--- config.mk ---
export PLATFORM = sky130hd
export DESIGN_NAME = fetch_unit
export DESIGN_NICKNAME = d
export VERILOG_FILES = /design/src/rtl/fetch_pkg.sv /design/src/rtl/fetch_unit_src_decode.sv /design/src/rtl/fetch_unit.sv
export SDC_FILE = /design/constraint.sdc
export NUM_CORES = 1
export LEC_CHECK = 0
export ABC_AREA = 1
export CORE_MARGIN = 2
export CORE_UTILIZATION = 25
export CTS_BUF_LIST = sky130_fd_sc_hd__clkbuf_8 sky130_fd_sc_hd__clkbuf_16
export DETAILED_ROUTE_END_ITERATION = 6
export MAX_ROUTING_LAYER = met4
export SKIP_CTS_REPAIR_TIMING = 1
export SYNTH_ARGS = -nofsm -noshare
export SYNTH_HDL_FRONTEND = slang
export SYNTH_SLANG_ARGS = --single-unit
--- constraint.sdc ---
create_clock -name clk -period 3.4 [get_ports clk]
set_input_delay 0.68 -clock clk [delete_from_list [all_inputs] [get_ports clk]]
set_output_delay 0.68 -clock clk [all_outputs]
set_load 0.02 [all_outputs]
--- src/rtl/fetch_pkg.sv ---
// fetch_pkg: shared types and constants for the fetch unit.
// Source tags, PC region map, fetch FSM states, reset defaults.
package fetch_pkg;

  typedef enum logic [1:0] {
    SRC_NONE = 2'd0,
    SRC_IC   = 2'd1,
    SRC_BIOS = 2'd2
  } src_e;

  typedef enum logic [1:0] {
    EMPTY = 2'd0,
    LIVE  = 2'd1,
    HELD  = 2'd2
  } fetch_state_e;

  localparam logic [3:0] REGION_IC   = 4'h1;
  localparam logic [3:0] REGION_BIOS = 4'h4;

  localparam logic [31:0] RESET_PC  = 32'h4000_0000;
  localparam logic [31:0] NOP_INSTR = 32'h0000_0000;

  localparam logic [31:0] PC_STEP = 32'd4;

endpackage

--- src/rtl/fetch_unit_src_decode.sv ---
// fetch_src_decode: maps PC[31:28] to the memory that serves it.
// region_i: PC[31:28]; src_o: IC, BIOS or NONE (unmapped).
module fetch_src_decode
  import fetch_pkg::*;
(
  input  logic [3:0] region_i,
  output src_e       src_o
);

  always_comb begin
    src_o = SRC_NONE;
    unique case (1'b1)
      (region_i == REGION_IC):   src_o = SRC_IC;
      (region_i == REGION_BIOS): src_o = SRC_BIOS;
      default: ;
    endcase
  end

endmodule

--- src/rtl/fetch_unit.sv ---
// fetch_unit: owns the PC, selects I-cache/BIOS read data one cycle
// later, squashes wrong-path fetches on redirect, holds across stalls.
// In: clk, reset_n, stall, redirect, redirect_pc, ic_dout, bios_dout.
// Out: pc_out, instr_out, pc_id, instr_valid, bad_fetch.
module fetch_unit
  import fetch_pkg::*;
(
  input  logic        clk,
  input  logic        reset_n,
  input  logic        stall,
  input  logic        redirect,
  input  logic [31:0] redirect_pc,
  output logic [31:0] pc_out,
  input  logic [31:0] ic_dout,
  input  logic [31:0] bios_dout,
  output logic [31:0] instr_out,
  output logic [31:0] pc_id,
  output logic        instr_valid,
  output logic        bad_fetch
);

  logic [31:0]  pc_q, pc_d;
  logic [31:0]  rsp_pc_q, rsp_pc_d;
  src_e         rsp_src_q, rsp_src_d;
  logic [31:0]  hold_q, hold_d;
  fetch_state_e state_q, state_d;

  src_e        fetch_src;
  logic        issue;
  logic [31:0] live_word;

  fetch_src_decode u_src_decode (
    .region_i (pc_q[31:28]),
    .src_o    (fetch_src)
  );

  // The memory enables are gated by stall in the same cycle.
  assign issue = !stall;

  always_comb begin
    pc_d = pc_q;
    if (redirect) begin
      pc_d = redirect_pc;
    end else if (issue) begin
      pc_d = pc_q + PC_STEP;
    end
  end

  always_comb begin
    rsp_pc_d  = rsp_pc_q;
    rsp_src_d = rsp_src_q;
    if (issue) begin
      rsp_pc_d  = pc_q;
      rsp_src_d = fetch_src;
    end
  end

  always_comb begin
    live_word = NOP_INSTR;
    unique case (rsp_src_q)
      SRC_IC:   live_word = ic_dout;
      SRC_BIOS: live_word = bios_dout;
      default:  live_word = NOP_INSTR;
    endcase
  end

  always_comb begin
    state_d = state_q;
    hold_d  = hold_q;
    unique case (state_q)
      EMPTY: begin
        if (issue) state_d = LIVE;
      end
      LIVE: begin
        // Memory data is only valid this cycle; latch it before
        // the stall lets the read port go stale.
        if (stall) begin
          state_d = HELD;
          hold_d  = live_word;
        end
      end
      HELD: begin
        if (issue) state_d = LIVE;
      end
      default: state_d = EMPTY;
    endcase
    // The fetch issued alongside a redirect is wrong-path.
    if (redirect) state_d = EMPTY;
  end

  always_comb begin
    instr_out   = NOP_INSTR;
    instr_valid = 1'b0;
    unique case (state_q)
      LIVE: begin
        instr_out   = live_word;
        instr_valid = 1'b1;
      end
      HELD: begin
        instr_out   = hold_q;
        instr_valid = 1'b1;
      end
      default: begin
        instr_out   = NOP_INSTR;
        instr_valid = 1'b0;
      end
    endcase
  end

  assign bad_fetch = instr_valid & (rsp_src_q == SRC_NONE);
  assign pc_out    = pc_q;
  assign pc_id     = rsp_pc_q;

  always_ff @(posedge clk or negedge reset_n) begin
    if (!reset_n) begin
      pc_q      <= RESET_PC;
      rsp_pc_q  <= '0;
      rsp_src_q <= SRC_NONE;
      hold_q    <= NOP_INSTR;
      state_q   <= EMPTY;
    end else begin
      pc_q      <= pc_d;
      rsp_pc_q  <= rsp_pc_d;
      rsp_src_q <= rsp_src_d;
      hold_q    <= hold_d;
      state_q   <= state_d;
    end
  end

endmodule

# After elaboration in Yosys (flattened, before gate mapping)
# Cells that the tools add are included.
# totals
wordCells	32
output_inout_bits	98
register_bits	100
# op_classes
n_reduce_logical	6
add_sub_neg	1
mux	10
eq_ne	9
n_bitwise	1
# ops
op	n
$pmux W32 S2	2
$mux W32	2
$add A32 B3 Y32 const B	1
$pmux W2 S2	2
$mux W2	3
$eq A2 B1 Y1 const B	2
$eq A2 B2 Y1 const B	2
$eq A4 B1 Y1 const B	1
$eq A4 B3 Y1 const B	1
$logic_not A2 Y1	2
$reduce_and A2 Y1	2
$reduce_or A2 Y1	2
$ne A3 B2 Y1 const B	1
$ne A3 B3 Y1 const B	1
$ne A2 B1 Y1 const B	1
$and A1 B1 Y1	1
$mux W1	1

# Logic depth before layout (Yosys ltp)
# depth
word_depth	4
ltp_mapped	9
mapped_depth_nobuf	9

# By module
# From an unflattened synthesis, not the netlist that was laid out.
# unflattened
cells_unflattened	797
hier_area_um2	5810.6
# by_module_without_submodules
module	instances	seq_area_each_um2	area_each_um2	cells_per_inst
fetch_unit	1	2503.7	5776.8	788
fetch_src_decode	1	0.0	33.8	9

# Worst setup path before layout
# OpenSTA, ideal clock, no wires.
# synth_timing
path_kind	register -> output
startpoint	register rsp_src_q[0]
endpoint	output port instr_out[0]
arrival_ps	1546
setup_slack_ps	1174
required_time_ps	2720
stages_incl_launch_ff	7
cell_sequence	dfrtp_1 inv_1 ha_1 buf_2 buf_1 nand3_1 a21oi_1
# synth_via
elab_chain_len	3
elab_cells_between_ends	4
# synth_lines
item	line	source
start: declaration	fetch_unit.sv:24	src_e rsp_src_q, rsp_src_d;
start signal: assignment	fetch_unit.sv:124	rsp_src_q <= rsp_src_d;
$eq A2 B2 Y1 or $eq A2 B1 Y1 (tied branches)	fetch_unit.sv:60	unique case (rsp_src_q)
$pmux W32 S2 (*)	fetch_unit.sv:60	
$pmux W32 S2 (*)	fetch_unit.sv:94	unique case (state_q)
end: declaration	fetch_unit.sv:16	output logic [31:0] instr_out,
# Every way passes the cells marked *; elsewhere a longest branch is shown, timed or not.

# Final worst setup path
# layout_timing
startpoint	register rsp_src_q[0]
endpoint	output port instr_out[15]
# Same word-level chain as after synthesis.

==> impl_metrics.yaml <==
setup_path:
  worst_ep_required_time_ns: 2.72
  crit_slowest_cell: "clkdlybuf4s50_1"
  path_buf_inv: 3
  criticalPathCategory: "reg -> out"
  r2r_setup_slack_ns: 1.40
  cp_top_family: "buffers and inverters"
  crit_path_end_kind: "primary output"
  max_stage_delay_ns: 0.65
  worstPathMaxFanout: 32
  cp-start-kind: "register"
  path_cells: "inv_1 > ha_1 > buf_4 > a22o_1 > nand3_1 > a21oi_1 > clkdlybuf4s50_1"
  worstPathArrival_ns: 2.56
timing:
  relSlewSlack: 0.592
  tightest_slew_ns: 0.613
  whs_ns: 0.336
  period_share: 0.953
  slew_violations: 0
  hold_viol: 0
  grt_setup_unrepaired: "no"
  setup_violations: 0
  period_needed_ns: 3.24
  tns_ns: 0
  max_freq_mhz: 309
  fin_skew_ns: 0.0124
yosys:
  synthMostInstantiatedCell: "nand2_1"
  synth.top_cell.area_share: 0.430
  synth_area_leaders: "dfrtp_1, nand2_1, o21ai_0, nand3_1, a22o_1"
  synth_nets: 897
  synth-seq-cells: 100
  avgSynthCellArea_um2: 7.31
  yosys-top-cells-count: "nand2_1, dfrtp_1, o21ai_0"
  synthCells: 789
  yosysTopAreaCell: "dfrtp_1"
  async_flop_share: 1.00
  netlist_area_um2: 5770
  synth_flop_cell: "dfrtp_1"
  yosysSeqAreaShare: 0.434
  yosysWarnings: 0
  ys_types: 29
  synth_edf_count: 0
drt:
  remaining_drc_errors: 0
  via_count: 5880
  vias_per_cell: 4.68
  dr.first_iter.drc_count: 371
  ant_nets: 0
  drt-pass1-iter-count: 5
  wl_per_cell_um: 16.0
  routed_wl_um: 20100
global_route:
  grt_use_total: 0.167
  grt_start_max_net_pins: 64
  gr-max-usage-layer: "met2"
  grt_util_met1: 0.224
  antenna_found_initial: 0
  grt_pass1_wl_um: 30800
  grt-ovfl-total: 0
  grt_use_met3: 0.0394
  met2_usage: 0.255
  grt_pass1_vias: 5595
clock_tree:
  cts_tree: "yes"
  clk-insertion-delay-late_ns: 0.36
  cts.sinks: 100
  htreeDepth: 3
  numCtsBuffers: 9
  clockBufferDepth: 2
  root_buffer: "clkbuf_16"
  clk_pin_slew_ns: 0.07
die:
  die_h_um: 156
  die_x_um: 156
  core.rowCount: 55
  start_util: 0.255
  die-area_um2: 24300
  ioPinCount: 198
  core_region_area_um2: 22600
pwr:
  p_leak_uw: 0.00343
  vdd_drop_max_uv: 249
  p_total_uw: 3810
  pwr_density_cell_nw_per_um2: 457
run:
  cap_violations: 0
final_layout:
  antennaDiodeCount: 0
  area_growth_pct: 44.4
  final-instance-count-excl-fill: 1256
  stdcell_area_um2: 8330
  final_nets: 1074
  drive_above_1_share: 0.0628
outcome:
  status: "completed"
placed_design:
  placed_area_um2: 8040
  port_buffers: 197
  globalplace.congestion: 0.838
  placed_cells: 1240
  dp_hpwl_um: 14200
min_path:
  hold_path.class: "in -> async"
-- area by class of cell --
class | instances | area (µm²)
Sequential cell | 100 | 2500
Clock inverter | 7 | 58.8
Clock buffer | 9 | 225
Inverter | 62 | 235
Fill cell | 2389 | 14300
Timing Repair Buffer | 212 | 2110
Tap cell | 285 | 357
Multi-Input combinational cell | 581 | 2830
-- metal layers --
layer / vias to the layer above / wire (µm)
met2: 219 / 8780
met5: - / 0
met3: 16 / 1690
met4: 0 / 242
met1: 2715 / 9420
li1: 2930 / -
-- report_power, final --
| group | switching, µW | leakage [µW] | internal (µW) |
|---|---|---|---|
| Sequential | 115 | 0.00128 | 1320 |
| Clock | 510 | 0.000138 | 510 |
| Combinational | 849 | 0.00201 | 503 |
| Total | 1470 | 0.00343 | 2330 |
-- layout by cell type, fill, tap and decap left out, types with 3 or more instances in the layout --
master	count
nand3_1	75
nor2_2	5
a22o_1	32
nand2_2	7
nand2_1	273
nor2_4	8
nor2_1	32
a21oi_1	38
buf_12	3
clkdlybuf4s50_1	195
inv_1	59
ha_1	7
dfrtp_1	99
buf_4	13
o211ai_1	4
clkbuf_16	9
o21ai_0	84
-- path summary, 6_finish.rpt --
path	startpoint	to	depth (start not counted)
setup reg to reg	state_q[1]	hold_q[8]	6
max in group asynchronous	reset_n	pc_id[17]	2
hold reg to reg	pc_id[7]	pc_id[7]	2
setup / recovery	rsp_src_q[0]	instr_out[15]	7
hold / removal	reset_n	hold_q[8]	1
min in group clk	pc_id[7]	pc_id[7]	2
-- registers in the layout (all words and copies together), names as in the netlist --
signal     count
pc_id         32
state_q        2
pc_out        32
rsp_src_q      2
hold_q        32
-- worst register-to-register path: stages (launching register included) --
cell and delay, ns:
dfrtp_1 0.39, inv_1 0.07, ha_1 0.38, buf_12 0.26
nand2_2 0.06, buf_4 0.47, o21ai_0 0.22
-- cell families (layout without fill, tap and decap cells) --
logic type / after synthesis / after routing / synth area share
AND/OR/NAND/NOR: 406 / 406 / 0.300
AO/OA/AOI/OAI: 165 / 165 / 0.170
buffers and inverters: 108 / 290 / 0.0755
flip-flops: 100 / 100 / 0.434
adder cells (fa/ha/maj): 8 / 8 / 0.0174
XOR/XNOR: 2 / 2 / 0.00304
-- per-stage QoR --
step | util | setup slack, ns
after floorplan | - | 1.17
after global placement | 0.355 | 0.467
after detailed placement | 0.355 | 0.491
after CTS | 0.368 | 0.123
after global routing | 0.368 | 0.00448
final | 0.368 | 0.161
(Power assumes the default switching activity.)
